===== config.mk =====
export PLATFORM = sky130hd
export DESIGN_NAME = seg7_scroll_ctrl_flat
export DESIGN_NICKNAME = d
export VERILOG_FILES = /design/src/rtl/seg7_scroll_ctrl_pkg.sv /design/src/rtl/seg7_scroll_ctrl_if.sv /design/src/rtl/seg7_scroll_ctrl_tick_div.sv /design/src/rtl/seg7_scroll_ctrl.sv /design/src/flat_wrapper.sv
export SDC_FILE = /design/constraint.sdc
export NUM_CORES = 1
export LEC_CHECK = 0
export ABC_AREA = 1
export BUFFER_PORTS_ARGS = -buffer_cell sky130_fd_sc_hd__buf_2
export CORE_ASPECT_RATIO = 0.75
export CORE_MARGIN = 4
export CORE_UTILIZATION = 25
export CTS_CLUSTER_DIAMETER = 50
export CTS_CLUSTER_SIZE = 40
export DETAILED_ROUTE_END_ITERATION = 12
export PLACE_DENSITY = 0.43
export SYNTH_ARGS = -nofsm -noshare
export SYNTH_HDL_FRONTEND = slang
export SYNTH_SLANG_ARGS = --single-unit

===== constraint.sdc =====
create_clock -name clk -period 2 [get_ports clk]
set_clock_uncertainty 0.05 [all_clocks]
set_input_delay 0.3 -clock clk [delete_from_list [all_inputs] [get_ports clk]]
set_output_delay 0.3 -clock clk [all_outputs]
set_load 0.05 [all_outputs]

===== src/rtl/seg7_scroll_ctrl_pkg.sv =====
// Shared definitions for the 7-segment scroll sequencer: blank symbol code,
// FSM state encoding and the default message length.
package seg7_pkg;

  localparam logic [3:0] BLANK_CODE      = 4'd15;
  localparam int         DEFAULT_MSG_LEN = 7;

  typedef enum logic [1:0] {
    IDLE  = 2'd0,
    RUN   = 2'd1,
    PAUSE = 2'd2
  } state_t;

endpackage


===== src/rtl/seg7_scroll_ctrl_if.sv =====
// Control/display bundle between the user controls, the scroll sequencer and
// the seg7 decoder. The sequencer takes the slave side.
interface seg7_scroll_ctrl_if #(
  parameter int NUM_DIGITS = 4
);
  logic                  start;
  logic                  stop;
  logic [3:0]            digit;
  logic [NUM_DIGITS-1:0] an;
  logic [3:0]            pos;
  logic                  busy;

  modport master (output start, stop, input digit, an, pos, busy);
  modport slave  (input start, stop, output digit, an, pos, busy);
endinterface


===== src/rtl/seg7_scroll_ctrl_tick_div.sv =====
// Free-running prescaler: counts 0..DIV-1 while enabled and pulses tick for the
// single cycle spent at the terminal count. clr forces the count back to 0.
module tick_div #(
  parameter int DIV = 2
) (
  input  logic clk,
  input  logic rst,
  input  logic en,
  input  logic clr,
  output logic tick
);
  localparam int W = $clog2(DIV);

  logic [W-1:0] r_cnt;

  assign tick = en && !clr && (r_cnt == W'(DIV - 1));

  always_ff @(posedge clk or posedge rst) begin
    if (rst) begin
      r_cnt <= '0;
    end else if (clr) begin
      r_cnt <= '0;
    end else if (en) begin
      r_cnt <= tick ? '0 : r_cnt + W'(1);
    end
  end
endmodule


===== src/rtl/seg7_scroll_ctrl.sv =====
// Scroll/multiplex sequencer feeding the seg7 decoder. Define SCROLL_GAP_EN to
// insert one blank symbol between message repetitions (L = MSG_LEN+1).
module seg7_scroll_ctrl
  import seg7_pkg::*;
#(
  parameter int NUM_DIGITS = 4,
  parameter int MSG_LEN    = DEFAULT_MSG_LEN,
  parameter int SCROLL_DIV = 12_000_000,
  parameter int MUX_DIV    = 12_000
) (
  input logic               clk,
  input logic               rst,
  seg7_scroll_ctrl_if.slave bus
);
`ifdef SCROLL_GAP_EN
  localparam int L = MSG_LEN + 1;
`else
  localparam int L = MSG_LEN;
`endif
  localparam int SW = (NUM_DIGITS > 1) ? $clog2(NUM_DIGITS) : 1;

  state_t                r_state;
  state_t                w_state_next;
  logic                  w_clr;
  logic                  w_scroll_en;
  logic                  w_mux_en;
  logic                  w_scroll_tick;
  logic                  w_mux_tick;
  logic [3:0]            r_pos;
  logic [SW-1:0]         r_slot;
  logic [4:0]            w_sum;
  logic [4:0]            w_sym;
  logic [3:0]            w_digit;
  logic [NUM_DIGITS-1:0] w_an;
  logic [3:0]            r_digit;
  logic [NUM_DIGITS-1:0] r_an;
  logic                  r_busy;

  always_ff @(posedge clk or posedge rst) begin
    if (rst) r_state <= IDLE;
    else     r_state <= w_state_next;
  end

  // stop outranks start everywhere; in IDLE the start+stop pair does nothing
  always_comb begin
    w_state_next = r_state;
    w_clr        = 1'b0;
    w_scroll_en  = (r_state == RUN);
    w_mux_en     = (r_state == RUN) || (r_state == PAUSE);
    case (r_state)
      IDLE: begin
        if (bus.start && !bus.stop) begin
          w_state_next = RUN;
          w_clr        = 1'b1;
        end
      end
      RUN: begin
        if (bus.stop) w_state_next = PAUSE;
      end
      PAUSE: begin
        if (bus.stop)       w_state_next = IDLE;
        else if (bus.start) w_state_next = RUN;
      end
      default: w_state_next = IDLE;
    endcase
  end

  tick_div #(.DIV(SCROLL_DIV)) u_scroll_div (
    .clk  (clk),
    .rst  (rst),
    .en   (w_scroll_en),
    .clr  (w_clr),
    .tick (w_scroll_tick)
  );

  tick_div #(.DIV(MUX_DIV)) u_mux_div (
    .clk  (clk),
    .rst  (rst),
    .en   (w_mux_en),
    .clr  (w_clr),
    .tick (w_mux_tick)
  );

  always_ff @(posedge clk or posedge rst) begin
    if (rst) begin
      r_pos  <= '0;
      r_slot <= '0;
    end else if (w_clr) begin
      r_pos  <= '0;
      r_slot <= '0;
    end else begin
      if (w_scroll_tick) r_pos  <= (r_pos == 4'(L - 1)) ? '0 : r_pos + 4'd1;
      if (w_mux_tick)    r_slot <= (r_slot == SW'(NUM_DIGITS - 1)) ? '0 : r_slot + SW'(1);
    end
  end

  // slot < NUM_DIGITS <= L, so one conditional subtract replaces a modulo
  assign w_sum   = {1'b0, r_pos} + 5'(r_slot);
  assign w_sym   = (w_sum >= 5'(L)) ? w_sum - 5'(L) : w_sum;
  assign w_digit = (w_sym == 5'(MSG_LEN)) ? BLANK_CODE : w_sym[3:0];

  for (genvar gi = 0; gi < NUM_DIGITS; gi++) begin : g_an
    assign w_an[gi] = (r_slot == SW'(gi));
  end

  always_ff @(posedge clk or posedge rst) begin
    if (rst) begin
      r_digit <= BLANK_CODE;
      r_an    <= '0;
      r_busy  <= 1'b0;
    end else if (r_state == IDLE) begin
      r_digit <= BLANK_CODE;
      r_an    <= '0;
      r_busy  <= 1'b0;
    end else begin
      r_digit <= w_digit;
      r_an    <= w_an;
      r_busy  <= 1'b1;
    end
  end

  assign bus.digit = r_digit;
  assign bus.an    = r_an;
  assign bus.pos   = r_pos;
  assign bus.busy  = r_busy;

endmodule


===== src/flat_wrapper.sv =====
// flat-port wrapper written by rule: the top's interface ports become plain ports
module seg7_scroll_ctrl_flat import seg7_pkg::*;
#(
  parameter int NUM_DIGITS = 4,
  parameter int MSG_LEN    = DEFAULT_MSG_LEN,
  parameter int SCROLL_DIV = 12_000_000,
  parameter int MUX_DIV    = 12_000
)
  (clk, rst, bus_start, bus_stop, bus_digit, bus_an, bus_pos, bus_busy);
  seg7_scroll_ctrl_if #(.NUM_DIGITS(NUM_DIGITS)) bus_i ();
  input logic clk;
  input logic rst;
  input wire logic [$bits(bus_i.start)-1:0] bus_start;
  input wire logic [$bits(bus_i.stop)-1:0] bus_stop;
  output wire logic [$bits(bus_i.digit)-1:0] bus_digit;
  output wire logic [$bits(bus_i.an)-1:0] bus_an;
  output wire logic [$bits(bus_i.pos)-1:0] bus_pos;
  output wire logic [$bits(bus_i.busy)-1:0] bus_busy;
  assign bus_i.start = bus_start;
  assign bus_i.stop = bus_stop;
  assign bus_digit = bus_i.digit;
  assign bus_an = bus_i.an;
  assign bus_pos = bus_i.pos;
  assign bus_busy = bus_i.busy;
  seg7_scroll_ctrl #(.NUM_DIGITS(NUM_DIGITS), .MSG_LEN(MSG_LEN), .SCROLL_DIV(SCROLL_DIV), .MUX_DIV(MUX_DIV)) u_core (.clk(clk), .rst(rst), .bus(bus_i));
endmodule

After elaboration in Yosys (flattened, before gate mapping)
Index checks and enable logic that the tools add are counted.
{"block": "totals", "regBits": 55, "wordCells": 66}
{"block": "op_classes", "add_sub_neg": 6, "magnitude_cmp": 1, "n_eq_ne": 12, "muxes": 24, "n_reduce_logical": 15}
{"cell": "24-bit two-way mux", "n": 3}
{"cell": "14-bit two-way mux", "n": 3}
{"cell": "24-bit by 1-bit adder with 24-bit output (second input constant)", "n": 1}
{"cell": "24-bit equality test (second input constant)", "n": 1}
{"cell": "4-bit two-way mux", "n": 6}
{"cell": "14-bit by 1-bit adder with 14-bit output (second input constant)", "n": 1}
{"cell": "14-bit equality test (second input constant)", "n": 1}
{"cell": "2-bit two-way mux", "n": 7}
{"cell": "2-bit nonzero test", "n": 4}
{"cell": "2-bit equality test (second input constant)", "n": 3}
{"cell": "2-bit one-hot mux with 3 select lines", "n": 1}
{"cell": "4-bit by 2-bit adder with 5-bit output", "n": 1}
{"cell": "5-bit by 3-bit equality test with 1-bit output (second input constant)", "n": 1}
{"cell": "5-bit by 3-bit >= comparator with 1-bit output (second input constant)", "n": 1}
{"cell": "1-bit logical AND", "n": 5}
{"cell": "5-bit two-way mux", "n": 1}
{"cell": "5-bit by 3-bit subtractor with 5-bit output (second input constant)", "n": 1}
{"cell": "4-bit by 1-bit adder with 4-bit output (second input constant)", "n": 1}
{"cell": "2-bit by 1-bit equality test with 1-bit output (second input constant)", "n": 2}
{"cell": "4-bit by 3-bit equality test with 1-bit output (second input constant)", "n": 1}
{"cell": "2-bit zero test", "n": 2}
{"cell": "1-bit two-way mux", "n": 3}
{"cell": "3-bit != test (second input constant)", "n": 1}
{"cell": "3-bit AND reduction", "n": 1}
{"cell": "5 further kinds", "n": 6}

Depth between registers and ports, before layout
{"block": "depth", "depth_word": 10, "mapped_depth": 13, "mapped_depth_nobuf": 13}

Modules after synthesis
A second synthesis with hierarchy kept.
{"block": "unflattened", "cells_unflattened": 464, "area_unflattened_um2": 3657.3}
{"mod": "tick_div (u_core.u_scroll_div)", "instances": 1, "cells_each": 211, "area_per_inst_um2": 1645.3}
{"mod": "seg7_scroll_ctrl", "instances": 1, "cells_each": 119, "area_per_inst_um2": 1088.5}
{"mod": "tick_div (u_core.u_mux_div)", "instances": 1, "cells_each": 134, "area_per_inst_um2": 923.4}

Worst setup path after synthesis
Ideal clock, no wire load.
{"block": "synth_path", "path_kind": "flip-flop to flip-flop", "from": "reg u_core.r_pos[0] (netlist: u_core.bus.pos[0])", "to": "reg u_core.r_digit[3] (netlist: u_core.bus.digit[3])", "setup_time_ns": 0.079, "t_arrival_ns": 2.147, "slack_ns": -0.275, "path_stages_with_launch": 12, "period_less_slack_ns": 2.275, "path_cell_list": "dfrtp_1 -> ha_1 -> fa_1 -> ha_1 -> nand2_1 -> nand3_1 -> inv_1 -> nand2_1 -> nand2_1 -> nor2_1 -> nand2_1 -> nand2_1"}
{"block": "synth_between", "elab_chain_len": 6}
{"item": "start: declaration", "line_no": "seg7_scroll_ctrl.sv:29", "text": "logic [3:0] r_pos;"}
{"item": "start signal: assignment", "line_no": "seg7_scroll_ctrl.sv:92", "text": "if (w_scroll_tick) r_pos <= (r_pos == 4'(L - 1)) ? '0 : r_pos + 4'd1;"}
{"item": "4-bit by 2-bit adder with 5-bit output (*)", "line_no": "seg7_scroll_ctrl.sv:98", "text": "assign w_sum = {1'b0, r_pos} + 5'(r_slot);"}
{"item": "5-bit by 3-bit subtractor with 5-bit output / 5-bit by 3-bit >= comparator with 1-bit output (equally long branches)", "line_no": "seg7_scroll_ctrl.sv:99", "text": "assign w_sym = (w_sum >= 5'(L)) ? w_sum - 5'(L) : w_sum;"}
{"item": "5-bit two-way mux (*)", "line_no": "seg7_scroll_ctrl.sv:99"}
{"item": "5-bit by 3-bit equality test with 1-bit output", "line_no": "seg7_scroll_ctrl.sv:100", "text": "assign w_digit = (w_sym == 5'(MSG_LEN)) ? BLANK_CODE : w_sym[3:0];"}
{"item": "4-bit two-way mux (*)", "line_no": "seg7_scroll_ctrl.sv:100"}
{"item": "4-bit two-way mux (*)", "line_no": "seg7_scroll_ctrl.sv:111", "text": "end else if (r_state == IDLE) begin"}
{"item": "end signal: assignment", "line_no": "seg7_scroll_ctrl.sv:116", "text": "r_digit <= w_digit;"}
{"item": "end: declaration", "line_no": "seg7_scroll_ctrl.sv:35", "text": "logic [3:0] r_digit;"}
Mark *: on every way between the ends. The rest lies on a longest branch, timed or not.
A chain may end at the register's enable or synchronous reset.

Worst setup path after layout
Same ends and word-level chain as after synthesis.

==> flow_summary.ini <==
[logic_synthesis]
synth_edf_count = 0
synth-async-reset-ratio = 1.000
synth_flop_cell = dfrtp_1
syn-num-nets = 445
syn-cell-area_um2 = 3349
ys_types = 37
synth-seq-area-share = 0.4124
ys_seq_elements = 55
ys_warn_count = 0
netlist_instances = 425
syn_area_per_cell_um2 = 7.881

[setup_path]
worstPathMaxFanout = 4
critPathLaunchType = flop
cpPeakStageDelay_ns = 0.59
cp.required_ns = 2.20
critPathArrivalTime_ns = 2.24
cp_cell_sequence = ha_4 -> fa_1 -> ha_2 -> nand2_4 -> nand3_4 -> nand2_1 -> nand2_1 -> nand2_1 -> nor2_1 -> nand2_1 -> nand2_1
cpMostUsedCell = nand2_1
crit_type = flop to flop
crit_path_end_kind = flop
cp_slowest_cell = fa_1
worstRegToRegCells = 11

[timing]
relSlewSlack = 0.7024
rsz0062_at_grt = yes
period_minus_slack_ns = 2.047
fmax_mhz = 488.4
finalCritPeriodShare = 1.024
hold_viol = 0
tightest_slew_ns = 0.4464
hold_ws_ns = 0.00007661
setup_viol = 1
fin_ws_ns = -0.04747
slew_violations = 0

[power]
powerDensity_nw_per_um2 = 1099
ir_drop_uv = 611.3
p_total_mw = 4.363
p_leak_nw = 1.890

[floorplanning]
core_area_um2 = 13060
initial_core_util = 0.2564
die_h_um = 108.2
pin_count = 17
rows = 36
die_w_um = 141.7
dieArea_um2 = 15330

[placed_design]
numPortBuffers = 16
place_area_um2 = 3739
hpwlAfterDp_um = 6029
gp_congestion = 0.8768
dp_slack_ns = -0.001235

[flow_run]
cap_violations = 0

[grt]
grt_pass1_wl_um = 13680
antenna_found_initial = 0
grt_max_degree = 34
grtUsageTotal = 0.1104
grt_pass1_vias = 2801
grt.overflow.total = 0

[outcome]
violations = setup timing
status = finished with violations

[detailed_routing]
wl_per_cell_um = 12.40
via_count = 2767
drt_pre_antenna_iters = 4
drc = 0
drt_iter0_drc = 144
routed_via_density = 4.378
wl_um = 7839
drtAntennaViolNets = 0

[clock_network]
cts_htree_levels = 2
cts_tree = built
cts_made_buffers = 5
clockBufferDepth = 2
cts_num_sinks = 55
clk_pin_slew_ns = 0.07
postCtsHoldBufs = 0
root_buffer = clkbuf_16
clk_latency_ns = 0.30

[finish]
syn2layout_area_growth_pct = 18.49
final_util = 0.3038
layout-drive-gt1-share = 0.1800
finalNetCount = 480
diodes = 0
layout_commonest_cell = nand2_1
seq_area_um2 = 1384
fill_cells = 1412
design_area_um2 = 3969
multiInputGateArea_um2 = 1753
layout_common_cells = nand2_1, inv_1, dfrtp_1

[hold_path]
hold_class = input port to async pin
-- report_power, final --
group | leakage [nW] | switching [mW] | internal (mW)
registers | 0.734 | 0.144 | 1.34
logic | 1.07 | 1.24 | 0.566
clock network | 0.0875 | 0.435 | 0.631
total | 1.89 | 1.82 | 2.54
-- registers in the layout, summed over array words and instances, names as in the netlist --
signal	flops
u_core.r_slot	2
u_core.u_mux_div.r_cnt	14
u_core.r_state	2
u_core.bus.an	4
u_core.bus.digit	4
u_core.bus.busy	1
u_core.u_scroll_div.r_cnt	24
u_core.bus.pos	4
-- Yosys cell counts (3+ instances only) --
| master | number | share of area |
|---|---|---|
| xnor2_1 | 3 | 0.0078 |
| dfrtp_1 | 51 | 0.38 |
| nand2_4 | 3 | 0.010 |
| and3_1 | 3 | 0.0056 |
| nor3b_1 | 3 | 0.0067 |
| nand3_1 | 32 | 0.048 |
| nand2_2 | 3 | 0.0056 |
| a21oi_1 | 14 | 0.021 |
| nand4_1 | 14 | 0.026 |
| xor2_1 | 13 | 0.034 |
| dfstp_2 | 4 | 0.031 |
| a31oi_1 | 3 | 0.0056 |
| ha_1 | 15 | 0.056 |
| o21ai_0 | 16 | 0.024 |
| buf_2 | 4 | 0.0060 |
| nor2_1 | 50 | 0.056 |
| nand2_1 | 93 | 0.10 |
| inv_1 | 58 | 0.065 |
| nor2_2 | 6 | 0.011 |
| nor3_1 | 14 | 0.021 |
-- stage by stage --
stage	std cells	TNS, ns
2_1_floorplan	425	-0.04643
6_report	632	-0.04747
4_1_cts	629	-0.006905
5_1_grt	632	-0.2134
3_3_place_gp	621	0
3_5_place_dp	621	-0.001235
-- repair_timing --
item	in CTS	in global routing
resized for setup	1	8
endpoints found under the setup margin	1	15
pin swaps	0	10
buffers inserted	0	3
-- layer usage --
metal | part of all wire | track usage | up-vias
met1 | 0.54 | 0.1579 | 1287
met5 | 0 | 0 | -
met2 | 0.42 | 0.1715 | 24
li1 | - | - | 1449
met4 | 0.012 | 0.03082 | 0
met3 | 0.022 | 0.01945 | 7
-- final timing paths --
check                                          startpoint                             to  slack (ns)
worst max register to register          u_core.bus.pos[0]            u_core.bus.digit[3]       -0.05
worst max-delay path                    u_core.bus.pos[0]            u_core.bus.digit[3]       -0.05
min in group clk                                bus_start      u_core.u_mux_div.r_cnt[1]        0.39
max in group asynchronous                             rst            u_core.bus.digit[1]        1.50
worst min register to register  u_core.u_mux_div.r_cnt[7]      u_core.u_mux_div.r_cnt[7]        0.47
worst min-delay path                                  rst  u_core.u_scroll_div.r_cnt[16]     0.00008
-- cells by family (layout without fill, tap and decap cells) --
family          Yosys count  after routing  synth area share
simple gates            234            234            0.3437
xor+xnor                 16             16           0.04184
compound gates           38             38           0.06014
fa+ha+maj                16             16           0.06201
flops                    55             55            0.4124
buf+inv                  66            102           0.07994
-- layout make-up --
class | instances | share of cell area
Clock buffer | 6 | 0.03499
Sequential cell | 55 | 0.3487
Tap cell | 171 | 0.05391
Timing Repair Buffer | 34 | 0.05422
Clock inverter | 2 | 0.009773
Inverter | 60 | 0.05675
Multi-Input combinational cell | 304 | 0.4417
-- critical path, delay by kind of cell (launching register included) --
family | cells | cell delay [ns]
AND/OR/NAND/NOR | 8 | 0.52
adder cells (fa/ha/maj) | 3 | 0.99
flip-flops | 1 | 0.43
Note: power is estimated with default switching activity, not from simulation.
